### config.mk
export PLATFORM = sky130hd
export DESIGN_NAME = ask_mod
export DESIGN_NICKNAME = d
export VERILOG_FILES = /design/src/rtl/ask_mod.sv
export SDC_FILE = /design/constraint.sdc
export NUM_CORES = 1
export LEC_CHECK = 0
export ABC_AREA = 1
export CAP_MARGIN = 15
export CORE_MARGIN = 1.5
export CORE_UTILIZATION = 53
export CTS_CLUSTER_DIAMETER = 150
export DETAILED_ROUTE_END_ITERATION = 12
export GPL_ROUTABILITY_DRIVEN = 1
export PLACE_DENSITY = 0.75
export SYNTH_ARGS = -nofsm -noshare
export SYNTH_HDL_FRONTEND = slang
export SYNTH_SLANG_ARGS = --single-unit
export TNS_END_PERCENT = 100
### constraint.sdc
create_clock -name clk -period 7.6 [get_ports clk]
set_input_delay 1.52 -clock clk [delete_from_list [all_inputs] [get_ports clk]]
set_output_delay 1.52 -clock clk [all_outputs]
set_load 0.05 [all_outputs]
### src/rtl/ask_mod.sv
// ask_mod: on-off-keyed (ASK) transmitter feeding a 10-bit offset-binary DAC.
// Define ASK_MOD_RAMP_EN for a soft keying envelope; otherwise keying is hard.
module ask_mod #(
    parameter int unsigned BIT_CYC_6K  = 5000,
    parameter int unsigned BIT_CYC_8K  = 3750,
    parameter int unsigned BIT_CYC_10K = 3000
`ifdef ASK_MOD_RAMP_EN
    ,
    parameter int unsigned RAMP_INC    = 4
`endif
) (
    input  logic        clk,
    input  logic        rst_n,
    input  logic        en,
    input  logic [3:0]  rate_kbps,
    input  logic [31:0] freq_word,
    input  logic [8:0]  amp,
    input  logic        s_bit,
    input  logic        s_valid,
    output logic        s_ready,
    output logic [9:0]  dac_data,
    output logic        bit_strobe,
    output logic        underrun,
    output logic        busy
);

    localparam logic [0:0] ST_IDLE = 1'b0;
    localparam logic [0:0] ST_RUN  = 1'b1;

    // Quarter-wave sine, round(511*sin(i*pi/128)), i = 0..63.
    // NOTE: this is a constant ROM, so it takes no reset; only state flops are reset.
    localparam logic [8:0] SINE_LUT [64] = '{
        9'd0,   9'd13,  9'd25,  9'd38,  9'd50,  9'd63,  9'd75,  9'd87,
        9'd100, 9'd112, 9'd124, 9'd136, 9'd148, 9'd160, 9'd172, 9'd184,
        9'd196, 9'd207, 9'd218, 9'd230, 9'd241, 9'd252, 9'd263, 9'd273,
        9'd284, 9'd294, 9'd304, 9'd314, 9'd324, 9'd334, 9'd343, 9'd352,
        9'd361, 9'd370, 9'd379, 9'd387, 9'd395, 9'd403, 9'd410, 9'd418,
        9'd425, 9'd432, 9'd438, 9'd445, 9'd451, 9'd456, 9'd462, 9'd467,
        9'd472, 9'd477, 9'd481, 9'd485, 9'd489, 9'd492, 9'd496, 9'd499,
        9'd501, 9'd503, 9'd505, 9'd507, 9'd509, 9'd510, 9'd510, 9'd511
    };

    function automatic logic [15:0] rate_to_cyc(input logic [3:0] rate);
        case (rate)
            4'd8:    return 16'(BIT_CYC_8K);
            4'd10:   return 16'(BIT_CYC_10K);
            default: return 16'(BIT_CYC_6K);
        endcase
    endfunction

    logic [0:0]  state;
    logic        hold_full;
    logic        hold_full_nxt;
    logic        hold_bit;
    logic        cur_bit;
    logic [15:0] bit_cnt;
    logic [15:0] bit_cyc;
    logic [31:0] phase;
    logic        accept;
    logic        boundary;
    logic        consume;

    assign accept   = s_valid && s_ready;
    assign boundary = (state == ST_RUN) && (bit_cnt == bit_cyc - 16'd1);
    // A queued bit leaves the holding register on RUN entry or at a boundary.
    assign consume  = en && hold_full && ((state == ST_IDLE) || boundary);
    assign busy     = (state == ST_RUN);

    // NOTE: defaults first in every always_comb so no path can infer a latch.
    always_comb begin
        hold_full_nxt = hold_full;
        if (!en) begin
            hold_full_nxt = 1'b0;
        end else if (consume) begin
            hold_full_nxt = 1'b0;
        end else if (accept) begin
            hold_full_nxt = 1'b1;
        end
    end

    // s_ready looks at the next holding state so a full register never takes a second bit.
    // NOTE: non-blocking (<=) in clocked blocks so every flop samples pre-edge values.
    always_ff @(posedge clk or negedge rst_n) begin
        if (!rst_n) begin
            hold_full <= 1'b0;
            hold_bit  <= 1'b0;
            s_ready   <= 1'b0;
        end else begin
            hold_full <= hold_full_nxt;
            if (accept) begin
                hold_bit <= s_bit;
            end
            s_ready <= en && !hold_full_nxt;
        end
    end

    always_ff @(posedge clk or negedge rst_n) begin
        if (!rst_n) begin
            state      <= ST_IDLE;
            cur_bit    <= 1'b0;
            bit_cnt    <= '0;
            bit_cyc    <= 16'(BIT_CYC_6K);
            phase      <= '0;
            bit_strobe <= 1'b0;
            underrun   <= 1'b0;
        end else if (!en) begin
            state      <= ST_IDLE;
            cur_bit    <= 1'b0;
            bit_cnt    <= '0;
            phase      <= '0;
            bit_strobe <= 1'b0;
            underrun   <= 1'b0;
        end else begin
            case (state)
                ST_IDLE: begin
                    bit_cnt    <= '0;
                    phase      <= '0;
                    cur_bit    <= 1'b0;
                    bit_strobe <= 1'b0;
                    underrun   <= 1'b0;
                    if (hold_full) begin
                        state      <= ST_RUN;
                        cur_bit    <= hold_bit;
                        bit_strobe <= 1'b1;
                        bit_cyc    <= rate_to_cyc(rate_kbps);
                    end
                end
                default: begin
                    phase      <= phase + freq_word;
                    bit_strobe <= 1'b0;
                    underrun   <= 1'b0;
                    if (boundary) begin
                        bit_cnt    <= '0;
                        bit_cyc    <= rate_to_cyc(rate_kbps);
                        bit_strobe <= 1'b1;
                        cur_bit    <= hold_full ? hold_bit : 1'b0;
                        underrun   <= !hold_full;
                    end else begin
                        bit_cnt <= bit_cnt + 16'd1;
                    end
                end
            endcase
        end
    end

    logic [8:0] env_target;
    logic [8:0] env;

    assign env_target = cur_bit ? amp : 9'd0;

`ifdef ASK_MOD_RAMP_EN
    localparam logic [8:0] RAMP_STEP = 9'(RAMP_INC);
    logic [8:0] env_r;

    // Slew toward the target and land on it exactly, never stepping past.
    always_ff @(posedge clk or negedge rst_n) begin
        if (!rst_n) begin
            env_r <= '0;
        end else if (!en) begin
            env_r <= '0;
        end else if (env_r < env_target) begin
            env_r <= (env_target - env_r > RAMP_STEP) ? env_r + RAMP_STEP : env_target;
        end else if (env_r > env_target) begin
            env_r <= (env_r - env_target > RAMP_STEP) ? env_r - RAMP_STEP : env_target;
        end
    end

    assign env = env_r;
`else
    assign env = env_target;
`endif

    // Quadrants 1 and 3 read the table mirrored; quadrants 2 and 3 are negative.
    logic [5:0]  lut_idx;
    logic [8:0]  mag_s1;
    logic        neg_s1;
    logic [8:0]  env_s1;
    logic [8:0]  prod;
    logic [10:0] sum;
    logic [9:0]  dac_next;

    assign lut_idx = phase[30] ? ~phase[29:24] : phase[29:24];

    always_ff @(posedge clk or negedge rst_n) begin
        if (!rst_n) begin
            mag_s1 <= '0;
            neg_s1 <= 1'b0;
            env_s1 <= '0;
        end else begin
            mag_s1 <= SINE_LUT[lut_idx];
            neg_s1 <= phase[31];
            env_s1 <= en ? env : 9'd0;
        end
    end

    always_comb begin
        prod     = 9'((18'(mag_s1) * 18'(env_s1)) >> 9);
        sum      = neg_s1 ? (11'd512 - 11'(prod)) : (11'd512 + 11'(prod));
        dac_next = sum[9:0];
        if (sum == 11'd0) begin
            dac_next = 10'd1;
        end else if (sum > 11'd1023) begin
            dac_next = 10'd1023;
        end
    end

    always_ff @(posedge clk or negedge rst_n) begin
        if (!rst_n) begin
            dac_data <= 10'd512;
        end else begin
            dac_data <= dac_next;
        end
    end

endmodule

Word level (Yosys, flattened, before mapping)
Memory sizes are Yosys's and may differ from the RTL's. A register that Yosys moved wholly into a read port is not among the register bits.
Cells that the tools add are included.

storage, ports and cells
  word-level logic and storage cells = 72
  bits of input ports = 50
  output and inout port bits = 14
  memories = 1
  ROM bits = 576
  bits in registers = 91

operators by class
  equality and inequality tests = 5
  multipliers = 1
  magnitude comparators = 1
  multiplexer cells = 31
  reductions and logical operators = 12
  bitwise operators = 3
  add/subtract/negate cells = 5

memories
  name              depth  bits a word  read ports  clocked after memory_dff  wr ports  line  text
  (name not given)  64     9            1           1                         0         190   mag_s1 <= SINE_LUT[lut_idx];

operators with widths
  cell                   number
  $mux 16                6
  $mux 32                2
  $add 32x32->32         1
  $pmux 13 s2            1
  $mux 10                2
  $mul 9x9->18           1
  $mux 9                 2
  $add 16x1->16 const B  1
  $eq 16x16->1           1
  $mux 1                 16
  $sub 16x1->16 const B  1
  $add 10x9->11 const A  1
  $gt 11x10->1 const B   1
  $logic_not 11->1       1
  $mux 11                1
  $sub 10x9->11 const A  1
  $eq 4x4->1 const B     2
  $not 6->7              1
  $mux 6                 1
  $not 6->6              1
  $logic_and 1x1->1      5
  $logic_not 1->1        3
  $ne 3x2->1 const B     1
  $reduce_and 3->1       1
  other kinds (4)        4

Logic depth before layout (Yosys ltp)
  depth after elaboration = 9
  depth in mapped cells = 30
  mapped depth without buffers = 29

Worst setup path after synthesis
Ideal clock, no wire load.

  path type = register to register
  from = register env_s1[2]
  to = register dac_data[0]
  setup time = 66 ps
  period minus slack after synthesis = 4544 ps
  cell stages (with the launch flop) = 25
  path slack = 3056 ps
  path buffers = 1
  data required time = 7534 ps
  arrival time = 4478 ps
  cells stage by stage = dfrtp_1 clkbuf_1 nand2_1 fa_1 inv_1 fa_1 inv_1 fa_1 fa_1 inv_1 ha_1 nand2_1 inv_1 nand2_1 nand3_2 xnor2_2 ha_1 nor2_1 xor2_1 nand2_1 nor2_1 nand2_1 nor2_1 nand3_1 nand2_1

on the way
  word-level cells in the longest chain between the ends = 6
  elaborated cells between the ends (all ways) = 8
  those cells by class = 2 x add/sub; 1 x mul; 1 x order compare; 3 x mux; 1 x reduce/logical

RTL lines
  what                                            line  text
  from (decl)                                     177   logic [8:0] env_s1;
  from (signal assigned)                          192   env_s1 <= en ? env : 9'd0;
  $mul 9x9->18 *                                  197   prod = 9'((18'(mag_s1) * 18'(env_s1)) >> 9);
  $add 10x9->11 or $sub 10x9->11 (tied branches)  198   sum = neg_s1 ? (11'd512 - 11'(prod)) : (11'd512 + 11'(prod));
  $mux 11 *                                       198
  $gt 11x10->1                                    202   end else if (sum > 11'd1023) begin
  $mux 10                                         202
  $mux 10 *                                       200   if (sum == 11'd0) begin
  via dac_next[0]                                 180   logic [9:0] dac_next;
  to (signal assigned)                            211   dac_data <= dac_next;
  to (decl)                                       21    output logic [9:0] dac_data,

The timed path passes the listed nets; every way through them passes the cells marked *.
A chain may end at the register's enable or synchronous reset.

Worst setup path after layout
  from = register mag_s1[1]
  to = register dac_data[0]

on the way
  word-level cells in the longest chain between the ends = 6
  elaborated cells between the ends (all ways) = 8
  those cells by class = 2 x add/sub; 1 x mul; 1 x order compare; 3 x mux; 1 x reduce/logical

RTL lines
  what                                            line  text
  from (decl)                                     175   logic [8:0] mag_s1;
  $mul 9x9->18 *                                  197
  $add 10x9->11 or $sub 10x9->11 (tied branches)  198
  $mux 11 *                                       198
  $gt 11x10->1                                    202
  $mux 10                                         202
  $mux 10 *                                       200
  via dac_next[0]                                 180

Marked as above.

==> impl_metrics.json <==
{
  "die_y_um": 131,
  "synth_top_area_frac": 0.247,
  "status": "completed",
  "firstDrtPassIters": 7,
  "power.density_nw_per_um2": 124,
  "irDropWorstVdd_uv": 117,
  "hold_viol": 0,
  "cellLeakagePower_nw": 5.51,
  "relSlewSlack": 0.331,
  "antenna_cells": 0,
  "synth_commonest_cells": "nand2_1 (275), inv_1 (233), nor2_1 (96)",
  "place_ws_ns": 2.64,
  "ctsResizeCount": 0,
  "min_period_ns": 5.06,
  "path_class": "flip-flop to flip-flop",
  "hpwl_um": 15900,
  "yosysUniqueCellTypes": 55,
  "cts_tree": "done",
  "clock_power_share": 0.373,
  "drc_errors": 0,
  "post_drt_via_cell_ratio": 5.23,
  "fin_area_um2": 9760,
  "fp.dieW_um": 131,
  "ys_warn_count": 0,
  "dieArea_um2": 17200,
  "fmax_mhz": 198,
  "tns_ns": 0,
  "grt_pass1_vias": 7311,
  "drv_slew": 0,
  "comb_power_share": 0.184,
  "start_util": 0.546,
  "synth_edf_count": 0,
  "hp-class": "flip-flop to flip-flop",
  "switchingPower_mw": 0.365,
  "crit_path_end_kind": "flip-flop",
  "nets": 1415,
  "grt_max_degree": 58,
  "cp_max_fo": 8,
  "crit_required_ns": 7.89,
  "sw_frac_of_total": 0.303,
  "postCtsHoldBufs": 0,
  "ys_seq_area_frac": 0.256,
  "drt-total-wl_um": 19800,
  "rows": 46,
  "core_um2": 15900,
  "htreeDepth": 3,
  "finalWorstSetupSlack_ns": 2.54,
  "ys_seq_elements": 89,
  "cp_cell_sequence": "nand2_1 > inv_1 > fa_1 > fa_1 > fa_1 > fa_1 > ha_1 > a21oi_1 > nand2_1 > inv_1 > nand2_2 > nand2_1 > nand2_2 > ha_1 > nor2_1 > xor2_1 > nand2_1 > nor2_1 > nand2_1 > nor2_1 > nand3_1 > nand2_1",
  "rsz0062_at_grt": "false",
  "post_cts.repair.setup_buffers": 0,
  "postSynthAreaPerCell_um2": 7.29,
  "setup_viol": 0,
  "synthFlopType": "dfrtp_1",
  "crit_top_cell": "nand2_1",
  "clk_path_buf_depth": 2,
  "worst_pin_slew_ns": 0.996,
  "cap_viol_max_count": 0,
  "clock_latency_ns": 0.35,
  "io_buffers": 63,
  "crit_path_top_delay_cell": "fa_1",
  "synthCells": 1194,
  "syn-cell-area_um2": 8700,
  "skew_ns": 0.00850,
  "syn2layout_area_growth_pct": 12.2,
  "clock-sinks": 89,
  "async_reset_ff_frac": 1.00,
  "root_buffer": "clkbuf_16",
  "drt_iter0_markers": 564,
  "track_usage": 0.241,
  "nFillCells": 1480,
  "routedWlPerCell_um": 13.5,
  "synth_area_leaders": "dfrtp_1 (25%), nand2_1 (12%), fa_1 (12%)",
  "cts_made_buffers": 9,
  "finalPower_mw": 1.21,
  "grt_overflow": 0,
  "crit_arrival_ns": 5.35,
  "num_vias": 7647,
  "grt_first_pass_wirelength_um": 34300,
  "startpoint_type": "flip-flop",
  "ant_nets": 0,
  "placed_area_um2": 9470,
  "drive_above_1_share": 0.0498,
  "syn_nets": 1369,
  "yosysMostFrequentCell": "nand2_1",
  "path_clk_slew_ns": 0.07,
  "p_int_mw": 0.842,
  "fin_crit_sh": 0.666,
  "seq_power_share": 0.444,
  "crit_path_max_incr_delay_ns": 0.54,
  "antenna_found_initial": 0,
  "pin_count": 64,
  "place_congestion": 0.929,
  "yosysTopAreaCell": "dfrtp_1"
}
==> power by group through the flow <==
| stage | clock network (mW) | registers (mW) | logic [mW] |
|---|---|---|---|
| 6_report | 0.450 | 0.536 | 0.222 |
| 5_1_grt | 0.480 | 0.540 | 0.250 |
| 4_1_cts | 0.458 | 0.535 | 0.221 |
| 3_5_place_dp | 0 | 0.543 | 0.220 |
| 3_3_place_gp | 0 | 0.542 | 0.218 |
| 2_1_floorplan | 0 | 0.526 | 0.155 |
==> path summary, 6_finish.rpt <==
kind                       slack, ns          end      start  cells after the start
max                             2.54  dac_data[0]  mag_s1[1]                     22
min                             0.45       neg_s1  phase[31]                      0
max in group asynchronous       5.43       neg_s1      rst_n                      2
min in group asynchronous       1.10     phase[6]      rst_n                      1
max reg2reg                     2.54  dac_data[0]  mag_s1[1]                     22
min reg2reg                     0.45       neg_s1  phase[31]                      0
==> layer usage <==
| layer | vias up | GRT usage | routed length, µm |
|---|---|---|---|
| met2 | 197 | 0.411 | 9460 |
| met4 | 0 | 0.0587 | 287 |
| met1 | 3548 | 0.329 | 9100 |
| met3 | 22 | 0.0289 | 912 |
| li1 | 3880 | - | - |
| met5 | - | 0 | 0 |
==> cells in the final DEF (no fill, tap or decap), types with 5 or more instances in the layout <==
| cell type | count |
|---|---|
| a21oi_1 | 92 |
| a31oi_1 | 5 |
| clkbuf_16 | 9 |
| clkdlybuf4s50_1 | 62 |
| dfrtp_1 | 86 |
| fa_1 | 50 |
| ha_1 | 75 |
| inv_1 | 233 |
| nand2_1 | 275 |
| nand2_2 | 14 |
| nand3_1 | 41 |
| nand3_2 | 5 |
| nand4_1 | 12 |
| nor2_1 | 96 |
| nor3_1 | 14 |
| nor3b_1 | 6 |
| o21ai_0 | 62 |
| xnor2_1 | 12 |
| xor2_1 | 10 |
==> registers in the layout, indices dropped and copies added, names as in the netlist, 5 cells and up <==
register and flops:
mag_s1 9, bit_cyc 5, dac_data 10, phase 32
bit_cnt 16, env_s1 9
==> stage by stage <==
stage / util / instances / hold slack, ns
CTS: 0.612 / 1461 / 0.455
global route: 0.612 / 1461 / 0.448
floorplan: - / 1194 / 0.373
global placement: 0.594 / 1445 / 0.434
detailed placement: 0.594 / 1445 / 0.434
finish: 0.612 / 1461 / 0.449
==> area by class of cell <==
type	instances	area, µm²	share of cell area
clock buffers	10	229	0.0234
clock inverters	6	66.3	0.00679
inverters	235	882	0.0903
multi-input cells	841	5450	0.558
flip-flops and latches	89	2230	0.228
well taps	216	270	0.0277
repair buffers	64	636	0.0651
==> logic make-up (layout without fill, tap and decap cells) <==
kind of cell | after synthesis | count (layout) | share of synthesized area
DFF | 89 | 89 | 0.256
AOI/OAI and AO/OA | 207 | 207 | 0.135
adders and majority gates | 125 | 125 | 0.223
and+or+nand+nor | 485 | 485 | 0.243
xor gates and xnor gates | 24 | 24 | 0.0259
buffers and inverters | 264 | 315 | 0.117
==> critical path: cells and delay by family, from the launching register on <==
kind	cells	cell delay [ns]
adder cells (fa/ha/maj)	6	2.65
AND/OR/NAND/NOR	12	1.23
flip-flops	1	0.51
AO/OA/AOI/OAI	1	0.26
XOR/XNOR	1	0.23
buffers and inverters	2	0.16
Note: power is estimated with default switching activity, not from simulation.
